File: src/rtl/reaction_pkg.sv
// Shared types and constants for the reaction timer.
// Holds the FSM state encoding, LFSR seed/taps with its step function,
// and the width of all millisecond quantities.
package reaction_pkg;

  localparam int unsigned TIME_W = 16;
  localparam int unsigned LFSR_W = 16;

  // Fibonacci taps 16,14,13,11 map to register bits 15,13,12,10.
  localparam logic [LFSR_W-1:0] LFSR_SEED = 16'hACE1;
  localparam logic [LFSR_W-1:0] LFSR_TAPS = 16'hB400;

  typedef enum logic [2:0] {
    ST_IDLE = 3'd0,
    ST_WAIT = 3'd1,
    ST_GO   = 3'd2,
    ST_DONE = 3'd3,
    ST_FOUL = 3'd4
  } state_e;

  // One shift step: feedback is the XOR of the tapped bits.
  function automatic logic [LFSR_W-1:0] lfsr_next(input logic [LFSR_W-1:0] cur);
    return {cur[LFSR_W-2:0], ^(cur & LFSR_TAPS)};
  endfunction

endpackage

File: src/rtl/reaction_timer_fsm_if.sv
// Player/display side signals of the reaction timer.
//   start, press  : single-cycle request pulses into the timer
//   led_go        : GO indicator
//   current_time  : last valid reaction time in ms
//   update        : one-cycle strobe when current_time changes
//   foul, timeout : round-outcome flags
//   state         : raw FSM encoding for display logic
// master drives the pulses, slave is the timer.
interface reaction_timer_fsm_if;
  import reaction_pkg::*;

  logic              start;
  logic              press;
  logic              led_go;
  logic [TIME_W-1:0] current_time;
  logic              update;
  logic              foul;
  logic              timeout;
  logic [2:0]        state;

  modport master (
    output start, press,
    input  led_go, current_time, update, foul, timeout, state
  );

  modport slave (
    input  start, press,
    output led_go, current_time, update, foul, timeout, state
  );

endinterface

File: src/rtl/ms_tick_gen.sv
// Millisecond prescaler.
//   clk   : system clock
//   rst_n : synchronous active-low reset
//   clr   : restart the count; the first tick then lands DIV cycles later
//   tick  : one-cycle pulse every DIV cycles
module ms_tick_gen #(
  parameter int unsigned DIV = 50_000
) (
  input  logic clk,
  input  logic rst_n,
  input  logic clr,
  output logic tick
);

  localparam int unsigned    CNT_W    = (DIV > 1) ? $clog2(DIV) : 1;
  localparam logic [CNT_W-1:0] CNT_LAST = CNT_W'(DIV - 1);

  logic [CNT_W-1:0] cnt_q;

  // Tick is registered off the terminal count, so it appears in cycle DIV.
  always_ff @(posedge clk) begin
    if (!rst_n || clr) begin
      cnt_q <= '0;
      tick  <= 1'b0;
    end else if (cnt_q == CNT_LAST) begin
      cnt_q <= '0;
      tick  <= 1'b1;
    end else begin
      cnt_q <= cnt_q + CNT_W'(1);
      tick  <= 1'b0;
    end
  end

endmodule

File: src/rtl/reaction_timer_fsm.sv
// Reaction timer: random wait, GO light, millisecond reaction measurement.
//   clk   : system clock (rising edge)
//   rst_n : synchronous active-low reset; aborts any round without update
//   bus   : reaction_timer_fsm_if.slave (start/press in, results out)
// Optional feature macro FALSE_START_PENALTY_EN: a press during WAIT sends
// the round to FOUL. Without it such presses are ignored and foul stays 0.
module reaction_timer_fsm
  import reaction_pkg::*;
#(
  parameter int unsigned CLK_HZ       = 50_000_000,
  parameter int unsigned MIN_DELAY_MS = 1000,
  parameter int unsigned TIMEOUT_MS   = 9999
) (
  input  logic                 clk,
  input  logic                 rst_n,
  reaction_timer_fsm_if.slave  bus
);

  localparam int unsigned       TICK_DIV     = CLK_HZ / 1000;
  localparam logic [TIME_W-1:0] MIN_DELAY    = TIME_W'(MIN_DELAY_MS);
  localparam logic [TIME_W-1:0] TIMEOUT_LAST = TIME_W'(TIMEOUT_MS - 1);

  state_e              state_q, state_d;
  logic [LFSR_W-1:0]   lfsr_q;
  logic [TIME_W-1:0]   delay_q, delay_d;
  logic [TIME_W-1:0]   ms_q, ms_d;
  logic [TIME_W-1:0]   time_q, time_d;
  logic                update_q, update_d;
  logic                led_go_q, led_go_d;
  logic                foul_q, foul_d;
  logic                timeout_q, timeout_d;
  logic                tick;
  logic                clr_c;
  logic                false_start_c;

`ifdef FALSE_START_PENALTY_EN
  assign false_start_c = bus.press;
`else
  assign false_start_c = 1'b0;
`endif

  ms_tick_gen #(.DIV(TICK_DIV)) u_tick (
    .clk   (clk),
    .rst_n (rst_n),
    .clr   (clr_c),
    .tick  (tick)
  );

  // State register.
  always_ff @(posedge clk) begin
    if (!rst_n) state_q <= ST_IDLE;
    else        state_q <= state_d;
  end

  // Next-state logic; unknown encodings fall back to IDLE.
  always_comb begin
    state_d = ST_IDLE;
    case (state_q)
      ST_IDLE: state_d = bus.start ? ST_WAIT : ST_IDLE;
      ST_WAIT: begin
        // A false start wins over a delay that expires in the same cycle.
        if (false_start_c)                          state_d = ST_FOUL;
        else if (tick && (delay_q <= TIME_W'(1)))   state_d = ST_GO;
        else                                        state_d = ST_WAIT;
      end
      ST_GO: begin
        if (bus.press)                              state_d = ST_DONE;
        else if (tick && (ms_q == TIMEOUT_LAST))    state_d = ST_DONE;
        else                                        state_d = ST_GO;
      end
      ST_DONE: state_d = bus.start ? ST_WAIT : ST_DONE;
      ST_FOUL: state_d = bus.start ? ST_WAIT : ST_FOUL;
      default: state_d = ST_IDLE;
    endcase
  end

  // Datapath and next output values.
  always_comb begin
    delay_d   = delay_q;
    ms_d      = ms_q;
    time_d    = time_q;
    update_d  = 1'b0;
    clr_c     = 1'b0;
    led_go_d  = (state_d == ST_GO);
    timeout_d = 1'b0;
`ifdef FALSE_START_PENALTY_EN
    foul_d    = (state_d == ST_FOUL);
`else
    foul_d    = 1'b0;
`endif

    if ((state_d == ST_WAIT) && (state_q != ST_WAIT)) begin
      delay_d = MIN_DELAY + TIME_W'(lfsr_q[10:0]);
      clr_c   = 1'b1;
    end else if ((state_q == ST_WAIT) && tick) begin
      delay_d = delay_q - TIME_W'(1);
    end

    if ((state_d == ST_GO) && (state_q != ST_GO)) begin
      ms_d  = '0;
      clr_c = 1'b1;
    end else if ((state_q == ST_GO) && tick) begin
      ms_d = ms_q + TIME_W'(1);
    end

    // ms_q is the pre-increment value even when a tick coincides with press.
    if ((state_q == ST_GO) && bus.press) begin
      time_d   = ms_q;
      update_d = 1'b1;
    end

    // Set on the GO->DONE timeout exit, held while DONE persists.
    if (state_d == ST_DONE) begin
      if (state_q == ST_GO)        timeout_d = !bus.press;
      else if (state_q == ST_DONE) timeout_d = timeout_q;
    end
  end

  // Datapath and output registers.
  always_ff @(posedge clk) begin
    if (!rst_n) begin
      lfsr_q    <= LFSR_SEED;
      delay_q   <= '0;
      ms_q      <= '0;
      time_q    <= '1;
      update_q  <= 1'b0;
      led_go_q  <= 1'b0;
      foul_q    <= 1'b0;
      timeout_q <= 1'b0;
    end else begin
      lfsr_q    <= lfsr_next(lfsr_q);
      delay_q   <= delay_d;
      ms_q      <= ms_d;
      time_q    <= time_d;
      update_q  <= update_d;
      led_go_q  <= led_go_d;
      foul_q    <= foul_d;
      timeout_q <= timeout_d;
    end
  end

  assign bus.state        = state_q;
  assign bus.led_go       = led_go_q;
  assign bus.current_time = time_q;
  assign bus.update       = update_q;
  assign bus.foul         = foul_q;
  assign bus.timeout      = timeout_q;

endmodule
File: src/flat_wrapper.sv
// flat-port wrapper written by rule: the top's interface ports become plain ports
module reaction_timer_fsm_flat import reaction_pkg::*;
#(
  parameter int unsigned CLK_HZ       = 50_000_000,
  parameter int unsigned MIN_DELAY_MS = 1000,
  parameter int unsigned TIMEOUT_MS   = 9999
)
  (clk, rst_n, bus_start, bus_press, bus_led_go, bus_current_time, bus_update, bus_foul, bus_timeout, bus_state);
  reaction_timer_fsm_if bus_i ();
  input  logic clk;
  input  logic rst_n;
  input wire logic [$bits(bus_i.start)-1:0] bus_start;
  input wire logic [$bits(bus_i.press)-1:0] bus_press;
  output wire logic [$bits(bus_i.led_go)-1:0] bus_led_go;
  output wire logic [$bits(bus_i.current_time)-1:0] bus_current_time;
  output wire logic [$bits(bus_i.update)-1:0] bus_update;
  output wire logic [$bits(bus_i.foul)-1:0] bus_foul;
  output wire logic [$bits(bus_i.timeout)-1:0] bus_timeout;
  output wire logic [$bits(bus_i.state)-1:0] bus_state;
  assign bus_i.start = bus_start;
  assign bus_i.press = bus_press;
  assign bus_led_go = bus_i.led_go;
  assign bus_current_time = bus_i.current_time;
  assign bus_update = bus_i.update;
  assign bus_foul = bus_i.foul;
  assign bus_timeout = bus_i.timeout;
  assign bus_state = bus_i.state;
  reaction_timer_fsm #(.CLK_HZ(CLK_HZ), .MIN_DELAY_MS(MIN_DELAY_MS), .TIMEOUT_MS(TIMEOUT_MS)) u_core (.clk(clk), .rst_n(rst_n), .bus(bus_i));
endmodule
File: config.mk
export PLATFORM = sky130hd
export DESIGN_NAME = reaction_timer_fsm_flat
export DESIGN_NICKNAME = d
export VERILOG_FILES = /design/src/rtl/reaction_pkg.sv /design/src/rtl/reaction_timer_fsm_if.sv /design/src/rtl/ms_tick_gen.sv /design/src/rtl/reaction_timer_fsm.sv /design/src/flat_wrapper.sv
export SDC_FILE = /design/constraint.sdc
export NUM_CORES = 1
export LEC_CHECK = 0
export CAP_MARGIN = 10
export CORE_MARGIN = 4
export CORE_UTILIZATION = 45
export CTS_CLUSTER_SIZE = 20
export DETAILED_ROUTE_END_ITERATION = 7
export HOLD_SLACK_MARGIN = 0.06
export PLACE_DENSITY_LB_ADDON = 0.08
export SETUP_SLACK_MARGIN = 0.05
export SLEW_MARGIN = 5
export SYNTH_ARGS = -nofsm -noshare
export SYNTH_HDL_FRONTEND = slang
export SYNTH_SLANG_ARGS = --single-unit
export TNS_END_PERCENT = 50
File: constraint.sdc
create_clock -name clk -period 2.85 [get_ports clk]
set_input_delay 0.4275 -clock clk [delete_from_list [all_inputs] [get_ports clk]]
set_output_delay 0.4275 -clock clk [all_outputs]
set_load 0.005 [all_outputs]
# Word level (Yosys, flattened, before mapping)
# Cells that the tools add are included.
op_classes:
  addsub: 4
  order_cmp: 1
  eq_ne: 12
  mux: 15
  bitwise_logic: 1
  n_reduce_logical: 16
op_table:
  columns: ["cell", "n"]
  rows:
  - ["16-bit by 1-bit adder with 16-bit output, second input constant", 2]
  - ["16-bit 2-to-1 mux", 2]
  - ["16-bit by 14-bit == test with 1-bit output, second input constant", 1]
  - ["16-bit == test, second input constant", 1]
  - ["16-bit by 1-bit <= comparator with 1-bit output, second input constant", 1]
  - ["16-bit parity", 1]
  - ["16-bit by 1-bit subtractor with 16-bit output, second input constant", 1]
  - ["3-bit one-hot mux with 5 select lines", 1]
  - ["10-bit by 11-bit adder with 12-bit output, first input constant", 1]
  - ["3-bit by 2-bit == test with 1-bit output, second input constant", 4]
  - ["1-bit 2-to-1 mux", 8]
  - ["1-bit logical AND", 7]
  - ["3-bit by 1-bit == test with 1-bit output, second input constant", 2]
  - ["3-bit 2-to-1 mux", 2]
  - ["2-bit 2-to-1 mux", 2]
  - ["2-bit OR reduction", 2]
  - ["3-bit == test, second input constant", 1]
  - ["3-bit logical NOT", 1]
  - ["3-bit by 1-bit inequality test with 1-bit output, second input constant", 1]
  - ["3-bit by 2-bit inequality test with 1-bit output, second input constant", 1]
  - ["1-bit logical NOT", 2]
  - ["2-bit by 1-bit inequality test with 1-bit output, second input constant", 1]
  - ["2-bit AND reduction", 1]
  - ["2-bit nonzero test", 1]
  - ["2 further kinds", 2]
word_totals:
  ff_bits: 87
  input_bits: 4
  out_inout_bits: 23
  word_cells: 59

# Longest topological paths before layout
# Gate-level depths: netlist of the first run.
depth:
  depth_word: 11
  mapped_depth: 7
  ltp_nobuf: 6

# Cells and area by module
# Synthesis of the first run repeated with hierarchy kept, for this count alone.
hier_totals:
  hier_cells: 427
  area_unflattened_um2: 3913.8
modules_own_cells:
  columns: ["mod", "n_inst", "cells_per_inst", "area_each_um2", "seq_area_each_um2"]
  rows:
  - ["reaction_timer_fsm", 1, 346, 3070.4, 1401.3]
  - ["ms_tick_gen", 1, 81, 843.3, 340.3]

# Worst setup path after synthesis of the first run
# No wires, ideal clock.
synth_path:
  path_kind: "register to register"
  from: "register u_core.delay_q[10]"
  to: "register u_core.u_tick.cnt_q[10]"
  setup_ns: 0.132
  arrival_ns: 1.997
  required_time_ns: 2.718
  setup_slack_ns: 0.721
  path_stages_with_launch: 6
  path_buffers: 1
  period_less_slack_ns: 2.129
  cell_sequence: "dfxtp_1 -> or4_4 -> or4_4 -> o311ai_4 -> buf_6 -> nor3_1"
synth_between:
  elab_chain_cells: 10
  elab_cells_between_ends: 12
  classes_between: "order compare (1); eq/ne (2); mux (4); reduce/logical (5)"
synth_rtl:
  columns: ["element", "line_no", "text"]
  rows:
  - ["start, declared", "reaction_timer_fsm.sv:25", "logic [TIME_W-1:0] delay_q, delay_d;"]
  - ["start signal, assigned", "reaction_timer_fsm.sv:132", "delay_q <= delay_d;"]
  - ["16-bit by 1-bit <= comparator with 1-bit output *", "reaction_timer_fsm.sv:63", "else if (tick && (delay_q <= TIME_W'(1))) state_d = ST_GO;"]
  - ["1-bit logical AND *", "reaction_timer_fsm.sv:63", null]
  - ["2-bit 2-to-1 mux *", "reaction_timer_fsm.sv:63", null]
  - ["3-bit one-hot mux with 5 select lines *", "reaction_timer_fsm.sv:58", "case (state_q)"]
  - ["3-bit by 1-bit == test with 1-bit output", "reaction_timer_fsm.sv:92", "if ((state_d == ST_WAIT) && (state_q != ST_WAIT)) begin"]
  - ["1-bit logical AND", "reaction_timer_fsm.sv:92", null]
  - ["1-bit 2-to-1 mux", "reaction_timer_fsm.sv:92", null]
  - ["1-bit 2-to-1 mux *", "reaction_timer_fsm.sv:99", "if ((state_d == ST_GO) && (state_q != ST_GO)) begin"]
  - ["1-bit logical OR *", "ms_tick_gen.sv:22", "if (!rst_n || clr) begin"]
  - ["2-bit OR reduction (no source line) *", null, null]
  - ["end signal, assigned", "ms_tick_gen.sv:29", "cnt_q <= cnt_q + CNT_W'(1);"]
  - ["end, declared", "ms_tick_gen.sv:18", "logic [CNT_W-1:0] cnt_q;"]
# Mark *: on every way between the ends. The rest lies on a longest branch, timed or not.
# A chain may end at the register's enable or synchronous reset.

# Worst setup path after layout of the first run
layout_path:
  from: "register u_core.delay_q[4]"
  to: "register u_core.delay_q[12]"
layout_between:
  elab_chain_cells: 7
  elab_cells_between_ends: 10
  classes_between: "add/sub (1); order compare (1); eq/ne (1); mux (4); reduce/logical (3)"
layout_rtl:
  columns: ["element", "line_no"]
  rows:
  - ["16-bit by 1-bit <= comparator with 1-bit output", "reaction_timer_fsm.sv:63"]
  - ["1-bit logical AND", "reaction_timer_fsm.sv:63"]
  - ["2-bit 2-to-1 mux", "reaction_timer_fsm.sv:63"]
  - ["3-bit one-hot mux with 5 select lines", "reaction_timer_fsm.sv:58"]
  - ["3-bit by 1-bit == test with 1-bit output", "reaction_timer_fsm.sv:92"]
  - ["1-bit logical AND", "reaction_timer_fsm.sv:92"]
  - ["16-bit 2-to-1 mux / 2-bit nonzero test (equally long branches)", null]
# Several ways; a longest one is shown, not always the timed one. The select of a mux whose other input is x is not followed.

==> results of run 1 <==
==> per-layer routing <==
layer  vias to the layer above  share of wire, %  track usage [%]
li1                       1644                 -                -
met1                      1542                54             29.5
met2                        44                42             27.4
met3                        12               2.9             3.31
met4                         0               1.5             6.34
met5                         -                 0                0
==> sequential cells by signal, summed over array words and instances (netlist names) <==
| signal | cells |
|---|---|
| u_core.bus.led_go | 1 |
| u_core.lfsr_q | 16 |
| u_core.bus.timeout | 1 |
| u_core.u_tick.tick | 1 |
| u_core.u_tick.cnt_q | 16 |
| u_core.ms_q | 16 |
| u_core.delay_q | 16 |
| u_core.bus.state | 3 |
| u_core.bus.update | 1 |
| u_core.bus.current_time | 16 |
==> placed cells by master (no fill, tap or decap), types with 7 or more instances in the layout <==
| cell | instances |
|---|---|
| nand3_1 | 29 |
| nand2b_1 | 8 |
| and2_1 | 11 |
| o21ai_0 | 11 |
| inv_1 | 11 |
| nor4_1 | 10 |
| nor3_1 | 23 |
| or3_1 | 11 |
| a211oi_1 | 9 |
| clkbuf_8 | 9 |
| xor2_1 | 10 |
| dfxtp_1 | 87 |
| nand2_1 | 45 |
| clkdlybuf4s50_1 | 25 |
| buf_4 | 10 |
| nor2_1 | 19 |
| nand4_1 | 13 |
| or4_1 | 7 |
| xnor2_1 | 23 |
| a21oi_1 | 16 |
==> metrics by stage <==
step / area, um2 / setup slack (ns) / hold slack, ns
floorplan: 3910 / 0.721 / 0.386
global placement: 4270 / 0.688 / 0.391
detailed placement: 4270 / 0.648 / 0.392
CTS: 4460 / 0.637 / 0.417
global route: 4460 / 0.440 / 0.451
finish: 4460 / 0.636 / 0.415
==> critical path, cell delays in order, from the launching register on <==
cell	delay (ns)
dfxtp_1	0.37
nor4_1	0.63
nand4_1	0.36
or4_2	0.62
a21oi_1	0.16
==> logic make-up after synthesis <==
family | after synthesis | synth area share [%]
adders and majority gates | 6 | 1.92
DFF | 87 | 44.6
buffers and inverters | 32 | 3.59
other | 1 | 0.0960
xor gates and xnor gates | 33 | 7.40
AOI/OAI and AO/OA | 69 | 12.9
and+or+nand+nor | 208 | 29.5
==> layout make-up <==
cell class | count | area (um2)
Multi-Input combinational cell | 317 | 2030
Fill cell | 820 | 3880
Sequential cell | 87 | 1740
Tap cell | 105 | 131
Inverter | 12 | 45.0
Timing Repair Buffer | 35 | 325
Clock buffer | 9 | 124
Clock inverter | 7 | 63.8
==> power breakdown <==
group	switching [mW]	internal, mW	total (mW)
clock	0.499	0.337	0.836
combinational	0.112	0.0777	0.190
sequential	0.0411	1.25	1.29
total	0.653	1.66	2.32
==> final timing paths <==
check,startpoint,end,slack [ns],depth (start not counted)
worst max-delay path,u_core.delay_q[4],u_core.delay_q[12],0.64,4
worst min-delay path,u_core.lfsr_q[14],u_core.lfsr_q[15],0.42,1
worst max register to register,u_core.delay_q[4],u_core.delay_q[12],0.64,4
worst min register to register,u_core.lfsr_q[14],u_core.lfsr_q[15],0.42,1
==> results by group, run 1 <==
Run status
  • Run status: completed

Logic synthesis
  • Post-synth EDFFs: 0
  • Synthesized area per cell: 8.96 um2
  • Syn Std Cell Area: 3910 um2
  • Largest cells by area after synthesis: dfxtp_1 (45%), xnor2_1 (5.2%), nand2_1 (4.3%)
  • Syn Nets: 446
  • Top cells by count, synth: dfxtp_1 (87), nand2_1 (45), nand3_1 (29)
  • Cell variety after synth: 54
  • Synth top area share: 44.6%
  • Post-synth top flop: dfxtp_1
  • Count leader, synth: dfxtp_1
  • Most area-hungry cell type in the Yosys netlist: dfxtp_1
  • Sequential fraction of the synthesis area: 44.6%
  • Yosys reg bits: 87
  • Yosys warns: 0
  • Post-synthesis async set-or-reset flop share: 0%
  • Syn Inst Count: 436

Worst setup path
  • CP max FO: 6
  • Startpoint Class: flop
  • Worst setup path category: flop to flop
  • Worst Path Arrival: 2.50 ns
  • Critical Path RT: 3.13 ns
  • Crit end category: flop

Routing
  • DR pass1 iterations: 4
  • Final WL: 9250 um
  • ANT nets after route: 0
  • Initial DRC count: 146
  • Drt wl/cell: 16.2 um
  • DR vias/cell: 5.67
  • Routed via count: 3242
  • Post-route DRC: 0

Clocking
  • CTS Buf Count: 9
  • Htree depth: 3
  • Clk root buf: clkbuf_8
  • Hold Buf Count CTS: 0
  • Clock-pin slew on the worst setup and hold paths: 0.10 ns
  • Worst skew pair latency: 0.36 ns
  • PostCTS Resize Cnt: 0
  • CTS sink count: 87
  • Setup Buffers After CTS: 0
  • TritonCTS clock tree: built
  • Clock buffer depth: 2

Power and ir drop
  • Peak supply drop: 0.000317 V
  • Total power: 2.32 mW
  • Leak: 1.62 nW
  • Pwr Density: 519 nW/um2

Timing
  • Final hold violations: 0
  • Slew Limit Fails: 0
  • Final setup fails: 0
  • Fmax: 452 MHz
  • Unrepaired setup endpoints after global routing: no
  • Period minus WS final: 2.21 ns
  • Worst rel slew slack: 47.9%
  • Max Clock Skew: 0.0102 ns
  • Setup_tns: 0 ns
  • Least-Margin Pin Slew: 0.773 ns
  • Period utilization: 77.7%

Placement
  • Post-Place Cells: 556
  • PortBufs: 25
  • Placer Congestion: 0.818
  • Post-DP HPWL: 6510 um

GRT
  • First-pass GRT wire length: 15800 um
  • Vias in the first global route: 3068
  • Largest net degree at the start of global routing: 44
  • Gr usage total: 19.3%
  • Antenna violations before repair: 0
  • GR Overflow Total: 0

Floorplan
  • Die Area: 10200 um2
  • Core ar.: 8340 um2
  • Num ports: 27
  • Die X: 101 um
  • FP Rows: 33
  • DIE HEIGHT: 101 um
  • Initial Utilization: 46.8%

Layout
  • Finished Layout Cells: 572
  • Number of diodes: 0
  • Area grow syn2layout: 14.2%
  • Final nets: 472
  • Layout cells sized above 1: 8.78%
  • Final core utilization: 53.5%

Run
  • Max_cap viols: 0

Hold path
  • Worst Hold Class: flop to flop
Note: power is estimated with default switching activity, not from simulation.
==> run 2, diff against run 1 <==
clock period = 2.15 ns   (was 2.85 ns; I/O delays follow)
==> run 2 against run 1 <==
Net effect: critical endpoint is now u_core.u_tick.cnt_q[2]; largest power group unchanged; design area increased by 3.0%; routed wire length decreased by 0.93%; non-clock buffer count grew 12; via count is 1.1% higher.
==> results by group, run 2 (synthesized netlist as in run 1, its figures left out) <==
Timing
  • Setup_tns: 0 ns
  • Final setup fails: 0
  • Worst rel slew slack: 65.9%
  • Unrepaired setup endpoints after global routing: no
  • Fmax: 490 MHz
  • Setup slack after layout: 0.110 ns
  • Least-Margin Pin Slew: 0.507 ns
  • Max Clock Skew: 0.0138 ns
  • Slew Limit Fails: 0
  • Period minus WS final: 2.04 ns
  • Final hold violations: 0
  • Period utilization: 94.9%

Power and ir drop
  • Pwr Density: 671 nW/um2
  • Leak: 1.70 nW
  • Total power: 3.08 mW
  • Peak supply drop: 0.000364 V

Routing
  • Routed wl met3: 279 um
  • Routed via count: 3278
  • Initial DRC count: 164
  • Post-route DRC: 0
  • DR pass1 iterations: 5
  • DRT met1 WL: 4660 um
  • Top layer in use: met4
  • Drt wl/cell: 15.7 um
  • ANT nets after route: 0
  • Final WL: 9160 um
  • Routed wl met2: 4080 um
  • DR vias/cell: 5.61

Floorplan
  • Initial Utilization: 46.8%
  • Die Area: 10200 um2
  • Num ports: 27
  • Die X: 101 um
  • FP Rows: 33
  • Core ar.: 8340 um2
  • DIE HEIGHT: 101 um

Worst setup path
  • Worst Path Arrival: 2.28 ns
  • CP max stage cell: or4_4
  • Worst setup path category: flop to flop
  • R2R Setup Slk: 0.11 ns
  • CP cell instances: or4_4 -> or4_4 -> o311ai_4 -> buf_12 -> nor3_1
  • R2R depth: 5
  • CP max FO: 16
  • Reg-to-reg endpoint: u_core.u_tick.cnt_q[2]
  • Crit end category: flop
  • Critical Path RT: 2.39 ns
  • Reg2Reg Launch Point: u_core.delay_q[10]
  • Worst stage delay on the critical path: 0.55 ns
  • Most used cell, CP: or4_4
  • Startpoint Class: flop

GRT
  • Gr usage total: 19.2%
  • First-pass GRT wire length: 15600 um
  • Antenna violations before repair: 0
  • Largest net degree at the start of global routing: 44
  • GR Overflow Total: 0
  • Vias in the first global route: 3210

Placement
  • Area after DPL: 4400 um2
  • PortBufs: 25
  • Post-DP HPWL: 6610 um
  • DP Worst Slack: 0.117 ns
  • Placer Congestion: 0.837

Hold path
  • Hold path cells: 1
  • Worst Hold Class: flop to flop
  • Worst Hold Launch: u_core.lfsr_q[14]
  • Hold EP: u_core.lfsr_q[15]

Layout
  • Most frequent cells in the layout: dfxtp_1 (87), nand2_1 (45), nand3_1 (29)
  • Commonest non-fill, non-tap cell in the layout: dfxtp_1
  • Area grow syn2layout: 17.6%
  • Post-route cell area: 4600 um2
  • Final nets: 484
  • Layout cells sized above 1: 11.5%
  • Number of diodes: 0
  • Final core utilization: 55.1%

Clocking
  • CTS sink count: 87
  • CTS Buf Count: 9
  • Clk root buf: clkbuf_8
  • Setup Buffers After CTS: 0
  • Worst skew pair latency: 0.36 ns
  • Htree depth: 3
  • TritonCTS clock tree: built
  • Hold Buf Count CTS: 0
  • Clock buffer depth: 2
  • Clock-pin slew on the worst setup and hold paths: 0.10 ns

Run
  • Max_cap viols: 0

Run status
  • Run status: completed
[run 2: cell count changes in the layout (fill, tap and decap cells not counted)]
cell	before	now
or4_4	2	3
or3_1	11	10
buf_12	0	3
clkinv_2	0	1
clkinvlp_4	2	1
buf_4	10	19
or4_1	7	6
or3_4	0	1
inv_6	2	3
clkinv_4	1	0
[run 2: worst max-delay path: cells and delay by family (launching register included)]
kind	cells	cell delay, ns
and+or+nand+nor	3	1.08
buffers and inverters	1	0.18
DFF	1	0.32
AOI/OAI and AO/OA	1	0.34
[run 2: cell type report]
cell class,count,area [um2]
multi-input combinational,317,2040
inverter,12,45.0
fill,803,3740
tap,105,131
sequential,87,1740
clock buffer,9,124
timing repair buffer,47,453
clock inverter,7,61.3
[run 2: worst max-delay path by stage]
stage                             start                      end  slack, ns  cells after the start
floorplan            u_core.delay_q[10]  u_core.u_tick.cnt_q[10]       0.05                      5
CTS                   u_core.delay_q[4]       u_core.delay_q[13]        0.1                      4
finish               u_core.delay_q[10]   u_core.u_tick.cnt_q[2]       0.11                      5
global placement     u_core.delay_q[10]   u_core.u_tick.cnt_q[2]       0.14                      5
detailed placement   u_core.delay_q[10]   u_core.u_tick.cnt_q[3]       0.12                      5
global route        u_core.bus.state[1]          u_core.ms_q[12]       0.06                      5
[run 2: per-layer routing]
metal,track usage [%],up-vias
met2,29.5,48
met5,0,-
li1,-,1663
met4,6.95,0
met1,26.4,1559
met3,4.55,8
[run 2: where the power goes]
group | leakage (nW) | internal, mW | switching, mW
clock | 0.0945 | 0.446 | 0.635
combinational | 0.892 | 0.134 | 0.163
sequential | 0.709 | 1.66 | 0.0464
[run 2: timing repair]
action	CTS	global route
hold endpoints to repair	0	0
resized for setup	0	2
setup endpoints to repair	0	2
[run 2: per-stage QoR]
step                hold slack [ns]  cells
floorplan                     0.386    436
global placement              0.393    568
detailed placement            0.402    568
CTS                           0.427    584
global route                  0.464    584
finish                        0.420    584
